### config.mk
export PLATFORM = sky130hd
export DESIGN_NAME = sync_fifo_param_flat
export DESIGN_NICKNAME = d
export VERILOG_FILES = /design/src/rtl/fifo_pkg.sv /design/src/rtl/sync_fifo_param_if.sv /design/src/rtl/fifo_mem.sv /design/src/rtl/sync_fifo_param.sv /design/src/flat_wrapper.sv
export SDC_FILE = /design/constraint.sdc
export NUM_CORES = 1
export LEC_CHECK = 0
export ABC_CLOCK_PERIOD_IN_PS = 5190
export BUFFER_PORTS_ARGS = -buffer_cell sky130_fd_sc_hd__buf_2
export CAP_MARGIN = 20
export CELL_PAD_IN_SITES_DETAIL_PLACEMENT = 0
export CELL_PAD_IN_SITES_GLOBAL_PLACEMENT = 1
export CORE_MARGIN = 3
export CORE_UTILIZATION = 50
export CTS_CLUSTER_SIZE = 20
export DETAILED_ROUTE_END_ITERATION = 8
export GPL_ROUTABILITY_DRIVEN = 0
export PLACE_DENSITY_LB_ADDON = 0.1
export SLEW_MARGIN = 20
export SYNTH_ARGS = -nofsm -noshare
export SYNTH_HDL_FRONTEND = slang
export SYNTH_SLANG_ARGS = --single-unit
### constraint.sdc
create_clock -name clk -period 5.19 [get_ports clk]
set_input_delay 0 -clock clk [delete_from_list [all_inputs] [get_ports clk]]
set_output_delay 0 -clock clk [all_outputs]
set_load 0.01 [all_outputs]
### src/rtl/fifo_pkg.sv
// fifo_pkg: shared helpers for the parametrised synchronous FIFO.
//   ptr_w(depth) - pointer width for a given depth (at least 1 bit)
//   cnt_w(depth) - occupancy counter width, able to hold 0..depth
//   fifo_err_t   - sticky error flag pair {overflow, underflow}
package fifo_pkg;

  function automatic int ptr_w(input int depth);
    return (depth > 1) ? $clog2(depth) : 1;
  endfunction

  function automatic int cnt_w(input int depth);
    return $clog2(depth + 1);
  endfunction

  typedef struct packed {
    logic overflow;
    logic underflow;
  } fifo_err_t;

endpackage

### src/rtl/sync_fifo_param_if.sv
// sync_fifo_param_if: producer/consumer bundle of the synchronous FIFO.
//   master modport - the FIFO user: drives data_in, push, pop, clear_err
//   slave modport  - the FIFO itself: drives data_out, status flags, count,
//                    sticky overflow/underflow
interface sync_fifo_param_if
  import fifo_pkg::*;
#(
  parameter int FIFO_DEPTH = 5,
  parameter int FIFO_WIDTH = 8
);
  logic [FIFO_WIDTH-1:0]            data_in;
  logic                             push;
  logic                             pop;
  logic                             clear_err;
  logic [FIFO_WIDTH-1:0]            data_out;
  logic                             empty;
  logic                             full;
  logic                             almost_empty;
  logic                             almost_full;
  logic [cnt_w(FIFO_DEPTH)-1:0]     count;
  logic                             overflow;
  logic                             underflow;

  modport master (
    output data_in, push, pop, clear_err,
    input  data_out, empty, full, almost_empty, almost_full, count,
           overflow, underflow
  );

  modport slave (
    input  data_in, push, pop, clear_err,
    output data_out, empty, full, almost_empty, almost_full, count,
           overflow, underflow
  );
endinterface

### src/rtl/fifo_mem.sv
// fifo_mem: DEPTH x WIDTH register array, one synchronous write port and
// one asynchronous read port. Contents are never reset.
//   clk   - clock
//   we    - write enable
//   waddr - write address
//   wdata - write data
//   raddr - read address
//   rdata - read data (combinational from raddr)
module fifo_mem
  import fifo_pkg::*;
#(
  parameter int DEPTH = 5,
  parameter int WIDTH = 8
) (
  input  logic                    clk,
  input  logic                    we,
  input  logic [ptr_w(DEPTH)-1:0] waddr,
  input  logic [WIDTH-1:0]        wdata,
  input  logic [ptr_w(DEPTH)-1:0] raddr,
  output logic [WIDTH-1:0]        rdata
);
  logic [WIDTH-1:0] mem [DEPTH];

  always_ff @(posedge clk) begin
    if (we) mem[waddr] <= wdata;
  end

  assign rdata = mem[raddr];
endmodule

### src/rtl/sync_fifo_param.sv
// sync_fifo_param: parametrised synchronous FIFO with arbitrary depth,
// occupancy count, almost-full/almost-empty thresholds and sticky
// overflow/underflow flags.
//   clk   - clock, all logic on posedge
//   reset - synchronous, active-low
//   bus   - sync_fifo_param_if.slave: data_in/push/pop/clear_err in,
//           data_out/empty/full/almost_empty/almost_full/count/
//           overflow/underflow out
// Build option: define FIFO_FWFT_EN for first-word-fall-through reads
// (data_out shows the head word combinationally, 0 while empty). Without
// it, data_out is registered and updates one cycle after an accepted pop.
module sync_fifo_param
  import fifo_pkg::*;
#(
  parameter int FIFO_DEPTH = 5,
  parameter int FIFO_WIDTH = 8,
  parameter int AF_THRESH  = 4,
  parameter int AE_THRESH  = 1
) (
  input  logic               clk,
  input  logic               reset,
  sync_fifo_param_if.slave   bus
);
  localparam int PW = ptr_w(FIFO_DEPTH);
  localparam int CW = cnt_w(FIFO_DEPTH);

  typedef logic [PW-1:0] ptr_t;
  typedef logic [CW-1:0] cnt_t;

  localparam cnt_t DEPTH_C = cnt_t'(FIFO_DEPTH);
  localparam cnt_t AF_C    = cnt_t'(AF_THRESH);
  localparam cnt_t AE_C    = cnt_t'(AE_THRESH);
  localparam ptr_t LAST_C  = ptr_t'(FIFO_DEPTH - 1);

  // Pointers wrap explicitly so depth need not be a power of two.
  function automatic ptr_t ptr_inc(input ptr_t p);
    return (p == LAST_C) ? '0 : p + ptr_t'(1);
  endfunction

  ptr_t                  wr_ptr_q, rd_ptr_q;
  cnt_t                  count_q;
  fifo_err_t             err_q, err_new;
  logic                  empty_w, full_w;
  logic                  push_ok, pop_ok;
  logic [FIFO_WIDTH-1:0] rd_data;

  assign empty_w = (count_q == '0);
  assign full_w  = (count_q == DEPTH_C);

  // A pop frees a slot in the same cycle, so a full FIFO still accepts a
  // push paired with a pop; an empty FIFO never honours the pop.
  always_comb begin
    pop_ok  = bus.pop & ~empty_w;
    push_ok = bus.push & (~full_w | pop_ok);
    err_new = '0;
    err_new.overflow  = bus.push & ~push_ok;
    err_new.underflow = bus.pop & empty_w;
  end

  fifo_mem #(
    .DEPTH (FIFO_DEPTH),
    .WIDTH (FIFO_WIDTH)
  ) u_mem (
    .clk   (clk),
    .we    (push_ok),
    .waddr (wr_ptr_q),
    .wdata (bus.data_in),
    .raddr (rd_ptr_q),
    .rdata (rd_data)
  );

  always_ff @(posedge clk) begin
    if (!reset) begin
      wr_ptr_q <= '0;
      rd_ptr_q <= '0;
      count_q  <= '0;
      err_q    <= '0;
    end else begin
      if (push_ok) wr_ptr_q <= ptr_inc(wr_ptr_q);
      if (pop_ok)  rd_ptr_q <= ptr_inc(rd_ptr_q);
      case ({push_ok, pop_ok})
        2'b10:   count_q <= count_q + cnt_t'(1);
        2'b01:   count_q <= count_q - cnt_t'(1);
        default: count_q <= count_q;
      endcase
      // A fresh error in the same cycle as clear_err keeps its flag set.
      err_q <= (bus.clear_err ? fifo_err_t'('0) : err_q) | err_new;
    end
  end

  assign bus.empty        = empty_w;
  assign bus.full         = full_w;
  assign bus.almost_empty = (count_q <= AE_C);
  assign bus.almost_full  = (count_q >= AF_C);
  assign bus.count        = count_q;
  assign bus.overflow     = err_q.overflow;
  assign bus.underflow    = err_q.underflow;

`ifdef FIFO_FWFT_EN
  assign bus.data_out = empty_w ? '0 : rd_data;
`else
  // ---- stage p1: registered read data ----
  logic [FIFO_WIDTH-1:0] dout_p1;

  always_ff @(posedge clk) begin
    if (!reset)      dout_p1 <= '0;
    else if (pop_ok) dout_p1 <= rd_data;
  end

  assign bus.data_out = dout_p1;
`endif
endmodule

### src/flat_wrapper.sv
// flat-port wrapper written by rule: the top's interface ports become plain ports
module sync_fifo_param_flat import fifo_pkg::*;
#(
  parameter int FIFO_DEPTH = 5,
  parameter int FIFO_WIDTH = 8,
  parameter int AF_THRESH  = 4,
  parameter int AE_THRESH  = 1
)
  (clk, reset, bus_data_in, bus_push, bus_pop, bus_clear_err, bus_data_out, bus_empty, bus_full, bus_almost_empty, bus_almost_full, bus_count, bus_overflow, bus_underflow);
  sync_fifo_param_if #(.FIFO_DEPTH(FIFO_DEPTH), .FIFO_WIDTH(FIFO_WIDTH)) bus_i ();
  input  logic clk;
  input  logic reset;
  input wire logic [$bits(bus_i.data_in)-1:0] bus_data_in;
  input wire logic [$bits(bus_i.push)-1:0] bus_push;
  input wire logic [$bits(bus_i.pop)-1:0] bus_pop;
  input wire logic [$bits(bus_i.clear_err)-1:0] bus_clear_err;
  output wire logic [$bits(bus_i.data_out)-1:0] bus_data_out;
  output wire logic [$bits(bus_i.empty)-1:0] bus_empty;
  output wire logic [$bits(bus_i.full)-1:0] bus_full;
  output wire logic [$bits(bus_i.almost_empty)-1:0] bus_almost_empty;
  output wire logic [$bits(bus_i.almost_full)-1:0] bus_almost_full;
  output wire logic [$bits(bus_i.count)-1:0] bus_count;
  output wire logic [$bits(bus_i.overflow)-1:0] bus_overflow;
  output wire logic [$bits(bus_i.underflow)-1:0] bus_underflow;
  assign bus_i.data_in = bus_data_in;
  assign bus_i.push = bus_push;
  assign bus_i.pop = bus_pop;
  assign bus_i.clear_err = bus_clear_err;
  assign bus_data_out = bus_i.data_out;
  assign bus_empty = bus_i.empty;
  assign bus_full = bus_i.full;
  assign bus_almost_empty = bus_i.almost_empty;
  assign bus_almost_full = bus_i.almost_full;
  assign bus_count = bus_i.count;
  assign bus_overflow = bus_i.overflow;
  assign bus_underflow = bus_i.underflow;
  sync_fifo_param #(.FIFO_DEPTH(FIFO_DEPTH), .FIFO_WIDTH(FIFO_WIDTH), .AF_THRESH(AF_THRESH), .AE_THRESH(AE_THRESH)) u_core (.clk(clk), .reset(reset), .bus(bus_i));
endmodule
After elaboration in Yosys (flattened, before gate mapping)
Memory sizes are Yosys's and may differ from the RTL's. A register that Yosys moved wholly into a read port is not among the register bits.
Cells that the tools add are included.
{"block": "totals", "memories": 1, "ram_bits": 40, "regBits": 11, "in_bits": 13, "output_inout_bits": 17}
{"name": "u_core.u_mem.mem", "words": 5, "word_bits": 8, "read_ports": 1, "rd_clocked_by_memory_dff": 1, "wr": 1, "line": "fifo_mem.sv:22", "rtl": "logic [WIDTH-1:0] mem [DEPTH];"}
{"block": "op_classes", "bitwise_logic": 9, "n_eq_ne": 5, "magnitude_cmp": 2, "n_mux": 6, "reduce_logical": 3, "n_addsub": 4}
{"operator": "adder 3 x 1 -> 3 bit, second input constant", "count": 3}
{"operator": "equality test 3 bit, second input constant", "count": 3}
{"operator": "two-way mux 3 bit", "count": 2}
{"operator": "case mux 3 bit (2 select lines)", "count": 1}
{"operator": "bitwise AND 1 bit", "count": 4}
{"operator": ">= comparator 3 bit, second input constant", "count": 1}
{"operator": "less-or-equal comparator 3 x 1 -> 1 bit, second input constant", "count": 1}
{"operator": "logical NOT 3 bit", "count": 1}
{"operator": "inverter 1 bit", "count": 3}
{"operator": "subtractor 3 x 1 -> 3 bit, second input constant", "count": 1}
{"operator": "equality test 2 x 1 -> 1 bit, second input constant", "count": 1}
{"operator": "equality test 2 bit, second input constant", "count": 1}
{"operator": "two-way mux 1 bit", "count": 2}
{"operator": "two-way mux 2 bit", "count": 1}
{"operator": "bitwise OR 2 bit", "count": 1}
{"operator": "nonzero test 2 bit", "count": 1}
{"operator": "logical NOT 1 bit", "count": 1}
{"operator": "bitwise OR 1 bit", "count": 1}

Depth between registers and ports, before layout
{"block": "logic_depth", "word_depth": 8, "mapped_depth": 9}

Modules after synthesis
Synthesis repeated with hierarchy kept, for this count alone.
{"block": "unflattened", "hier_cells": 216, "hier_area_um2": 2586.2}
{"mod": "fifo_mem", "cells_per_inst": 94, "n_inst": 1, "seq_area_each_um2": 1201.2, "area_per_inst_um2": 1610.3}
{"mod": "sync_fifo_param", "cells_per_inst": 122, "n_inst": 1, "seq_area_each_um2": 380.4, "area_per_inst_um2": 975.9}

Least setup slack after synthesis
No wires, ideal clock.
{"block": "synth_path", "kind": "reg-to-reg", "startpoint": "register u_core.count_q[1], in the netlist u_core.bus.count[1]", "endpoint": "memory u_core.u_mem.mem[4][0] (enable)", "arrival_ns": 1.973, "stages_incl_launch_ff": 6, "slack_ns": 2.819, "path_buffers": 0, "t_required_ns": 4.792, "synth_period_minus_slack_ns": 2.371, "cell_sequence": "dfxtp_1 > inv_1 > ha_1 > nand3b_1 > nand2_1 > nor4b_1"}
{"block": "synth_via", "elab_chain_len": 7, "elab_cells_between_ends": 9}
{"element": "start, declared", "line": "sync_fifo_param.sv:41", "rtl": "cnt_t count_q;"}
{"element": "start signal, assigned", "line": "sync_fifo_param.sv:82", "rtl": "2'b10: count_q <= count_q + cnt_t'(1);"}
{"element": "start signal, assigned", "line": "sync_fifo_param.sv:83", "rtl": "2'b01: count_q <= count_q - cnt_t'(1);"}
{"element": "start signal, assigned", "line": "sync_fifo_param.sv:84", "rtl": "default: count_q <= count_q;"}
{"element": "logical NOT 3 bit", "line": "sync_fifo_param.sv:47", "rtl": "assign empty_w = (count_q == '0);"}
{"element": "inverter 1 bit", "line": "sync_fifo_param.sv:53", "rtl": "pop_ok = bus.pop & ~empty_w;"}
{"element": "bitwise AND 1 bit", "line": "sync_fifo_param.sv:53"}
{"element": "bitwise OR 1 bit (*)", "line": "sync_fifo_param.sv:54", "rtl": "push_ok = bus.push & (~full_w | pop_ok);"}
{"element": "bitwise AND 1 bit (*)", "line": "sync_fifo_param.sv:54"}
{"element": "two-way mux 1 bit (*)", "line": "fifo_mem.sv:25", "rtl": "if (we) mem[waddr] <= wdata;"}
{"element": "two-way mux 1 bit (implied by the code) (*)", "line": "fifo_mem.sv:25"}
{"element": "end, declared", "line": "fifo_mem.sv:22"}
Every way passes the cells marked *; elsewhere a longest branch is shown, timed or not.

Worst setup path after layout
{"block": "layout_path", "startpoint": "register u_core.count_q[0], in the netlist u_core.bus.count[0]", "endpoint": "register u_core.count_q[2], in the netlist u_core.bus.count[2]"}
{"block": "layout_via", "elab_chain_len": 7, "elab_cells_between_ends": 13}
{"element": "logical NOT 3 bit (*)", "line": "sync_fifo_param.sv:47"}
{"element": "inverter 1 bit (*)", "line": "sync_fifo_param.sv:53"}
{"element": "bitwise AND 1 bit (*)", "line": "sync_fifo_param.sv:53"}
{"element": "net u_core.pop_ok", "line": "sync_fifo_param.sv:44", "rtl": "logic push_ok, pop_ok;"}
{"element": "bitwise OR 1 bit", "line": "sync_fifo_param.sv:54"}
{"element": "bitwise AND 1 bit", "line": "sync_fifo_param.sv:54"}
{"element": "equality test 2 x 1 -> 1 bit / equality test 2 bit (equally long branches)", "line": "sync_fifo_param.sv:81", "rtl": "case ({push_ok, pop_ok})"}
{"element": "case mux 3 bit (2 select lines) / nonzero test 2 bit (equally long branches)"}
Mark *: on every way through the listed nets, which the timed path passes. The rest lies on a longest branch.
A chain may end at the register's enable or synchronous reset.

==> key figures <==
Floorplanning
  • Die W: about 76 um
  • Die area: between 0.005 and 0.006 mm^2
  • DIE HEIGHT: approximately 76 um
  • Ports: 30
  • Num rows: 24
  • Core ar.: between 0.004 and 0.005 mm^2
  • Initial Util: 0.539

Final layout
  • Layout Cells excl Fill: around 300
  • # fillers: 376
  • Antenna diodes: 0
  • Reg area: approximately 0.0016 mm^2
  • Final core occ: 0.655
  • Area growth syn-to-layout: 21.5%
  • Share of layout cells above drive strength 1: 0.290
  • Fin nets: roughly 250
  • Multi-input combinational cell area: roughly 780 um^2

Worst setup path
  • Endpoint class of the critical path: flop
  • Cell Chain, Critical Path: inv_1 -> ha_1 -> nand2b_1 -> inv_1 -> nor2_2 -> ha_1 -> or3_1 -> a21oi_1
  • Critical path arrival: 2.81 ns
  • R2r startpoint: u_core.bus.count[0]
  • Crit path from: u_core.bus.count[0]
  • WP data required: about 5.5 ns
  • Critical-path top delay cell: dfxtp_1
  • Worst path max stage delay: 0.43 ns
  • Critical path type: reg -> reg
  • Delay-heaviest family, CP: simple AND/OR/NAND/NOR gates
  • CP Launch Type: flop
  • Crit path max fanout: 12
  • CP Buf/Inv Count: 2

Yosys
  • Register bit total from synthesis: a little under 60
  • Unique masters post-synth: 34
  • Sequential share of the synthesized area: 0.647
  • Synth Area per Inst: 13.8 um^2
  • Number of enable flip-flop cells after synthesis: 40
  • Primary flip-flop cell chosen by synthesis mapping: edfxtp_1
  • Synth top area cells: edfxtp_1 49%, dfxtp_1 16%, mux2_2 6.9%
  • Gate Count Post-Synth: 177
  • Synth async-reset ratio: 0
  • Synth area leader: edfxtp_1
  • Cell Area, Synth: 0.00245 mm^2
  • Top cell type's share of synthesized area: 0.491
  • Syn nets: around 200
  • Yosys Warn Count: 0

GRT
  • Total GRT Usage: 0.188
  • Pin count of the biggest net entering global routing: 20
  • Initial antenna violation count: 0
  • First-pass GRT wire length: 8.33 mm
  • Total grt overflow: 0
  • Vias in the first global route: about 1700

Clocking
  • Worst-skew pair later-pin latency: ~0.34 ns
  • Clock Path Buffers: 2
  • Resized cells post-CTS: 0
  • Root buffer cell: clkbuf_8
  • Clock transition at path regs: 0.07 ns
  • Number of setup buffers added after CTS: 0
  • CTS Buf Count: 9
  • CTS tree: done
  • Cts hold-fix bufs: 12
  • Clk sink count: slightly below 60
  • H-tree depth: 3

Drt
  • Detailed-route via count: between 1500 and 2000
  • Antenna Nets Post-Route: 0
  • Residual DRC count: 0
  • 1st-pass router iterations: 5
  • Total wire length: between 5 and 6 mm
  • Routed wire length per instance: ~17 um
  • Iter 0 DRT Violations: 208
  • Post-DR vias/cell: 5.52

STA
  • Unrepaired setup endpoints after global routing: false
  • Min Hold Slack: approximately 0.076 ns
  • Worst-Margin Slew: 0.868 ns
  • Slew HR: 0.421
  • Setup TNS Final: 0 ns
  • Final slew viol count: 0
  • Setup Skew: 0.00828 ns
  • Final setup margin: 2.64 ns
  • Minimum clock period: ~2.6 ns
  • Hold Vio Cnt, Final: 0
  • Final Cycle Share: 0.492
  • Max Freq: ~0.39 GHz
  • Setup-failing EPs final: 0

Place
  • Dpl hpwl: 3.33 mm
  • Dpl ws: around 2.7 ns
  • Placed instance count: roughly 270
  • PortBufs: 29

Outcome
  • Status: completed

Hold path
  • HP Start: bus_pop
  • Hold Crit Class: in -> reg

Flow run
  • Max-Cap Viols: 0

Pwr
  • PwrDens: between 400 and 500 mW/mm^2
  • Static Leakage: between 1 and 1.5 nW
  • Peak VDD IR: approximately 0.24 mV
[placed cells by master, fill, tap and decap left out, drive strengths merged]
master / netlist / routed
clkbuf: 4 / 9
and3: 1 / 1
nand4: 4 / 4
and3b: 1 / 1
and2: 1 / 1
clkinvlp: 0 / 2
o21ai: 6 / 6
nor4: 4 / 4
a21oi: 17 / 17
nand2: 3 / 3
nor4b: 1 / 1
ha: 9 / 9
mux2: 16 / 16
bufinv: 0 / 1
clkinv: 1 / 4
o221a: 1 / 1
nand4b: 1 / 1
a222oi: 8 / 8
dfxtp: 19 / 19
xor2: 2 / 2
nand2b: 1 / 1
nand3b: 1 / 1
nor2: 8 / 8
inv: 9 / 10
nor2b: 3 / 3
or3: 1 / 1
edfxtp: 40 / 40
a211oi: 9 / 9
mux2i: 1 / 1
o31ai: 1 / 1
dlygate4sd3: 0 / 12
buf: 4 / 34
[through the flow]
step	total power [mW]	area, um^2
3_3_place_gp	0.943	2660
4_1_cts	1.38	2970
3_5_place_dp	0.959	2660
5_1_grt	1.44	2970
2_1_floorplan	0.854	2450
6_report	1.36	2970
[synthesized netlist by cell type, types with 2 or more instances]
cell type,number
o21ai_0,6
nor2_1,7
clkbuf_1,4
ha_1,9
dfxtp_1,19
edfxtp_1,40
inv_1,9
xor2_1,2
nand4_1,4
mux2_2,15
a21oi_1,17
nor2b_1,3
a222oi_1,8
a211oi_1,9
nor4_1,4
nand2_1,3
[final cells by class]
| type | instances | share of cell area |
|---|---|---|
| repair buffers | 46 | 0.102 |
| multi-input cells | 100 | 0.261 |
| inverters | 10 | 0.0126 |
| well taps | 65 | 0.0274 |
| clock inverters | 7 | 0.0227 |
| clock buffers | 9 | 0.0417 |
| flip-flops and latches | 59 | 0.532 |
[report_power, final]
part           switching [mW]  internal, mW  total [mW]
combinational           0.197         0.156       0.353
sequential             0.0508         0.552       0.603
clock                   0.188         0.220       0.407
[path summary, 6_finish.rpt]
kind	to	slack, ns	cells after the start
setup / recovery	u_core.bus.count[2]	2.64	8
hold / removal	u_core.rd_ptr_q[1]	0.08	3
setup reg to reg	u_core.bus.count[2]	2.64	8
hold reg to reg	u_core.bus.data_out[7]	0.53	2
[registers in the layout (all words and copies together) (netlist names)]
name / cells
u_core.bus.underflow: 1
u_core.bus.data_out: 8
u_core.wr_ptr_q: 3
u_core.bus.overflow: 1
u_core.bus.count: 3
u_core.u_mem.mem: 40
u_core.rd_ptr_q: 3
[worst register-to-register path, cell delays in order, from the launching register on]
cell      delay [ns]
dfxtp_1         0.43
inv_1           0.12
ha_1            0.22
nand2b_1        0.32
inv_1           0.19
nor2_2          0.35
ha_1            0.36
or3_1           0.36
a21oi_1         0.14
[per-layer routing]
layer / track usage / vias up / wire [um]
met4: 0.105 / 0 / 138
li1: - / 785 / -
met3: 0.0450 / 11 / 224
met5: 0 / - / 0
met2: 0.309 / 32 / 2560
met1: 0.229 / 806 / 2240
[logic make-up (layout without fill, tap and decap cells)]
| logic type | after synthesis | count (layout) | synth area share |
|---|---|---|---|
| AO/OA/AOI/OAI | 42 | 42 | 0.115 |
| XOR/XNOR | 2 | 2 | 0.00716 |
| adder cells (fa/ha/maj) | 9 | 9 | 0.0460 |
| buffers and inverters | 18 | 72 | 0.0358 |
| flip-flops | 59 | 59 | 0.647 |
| multiplexers | 17 | 17 | 0.0793 |
| AND/OR/NAND/NOR | 30 | 30 | 0.0701 |
(Power assumes the default switching activity.)
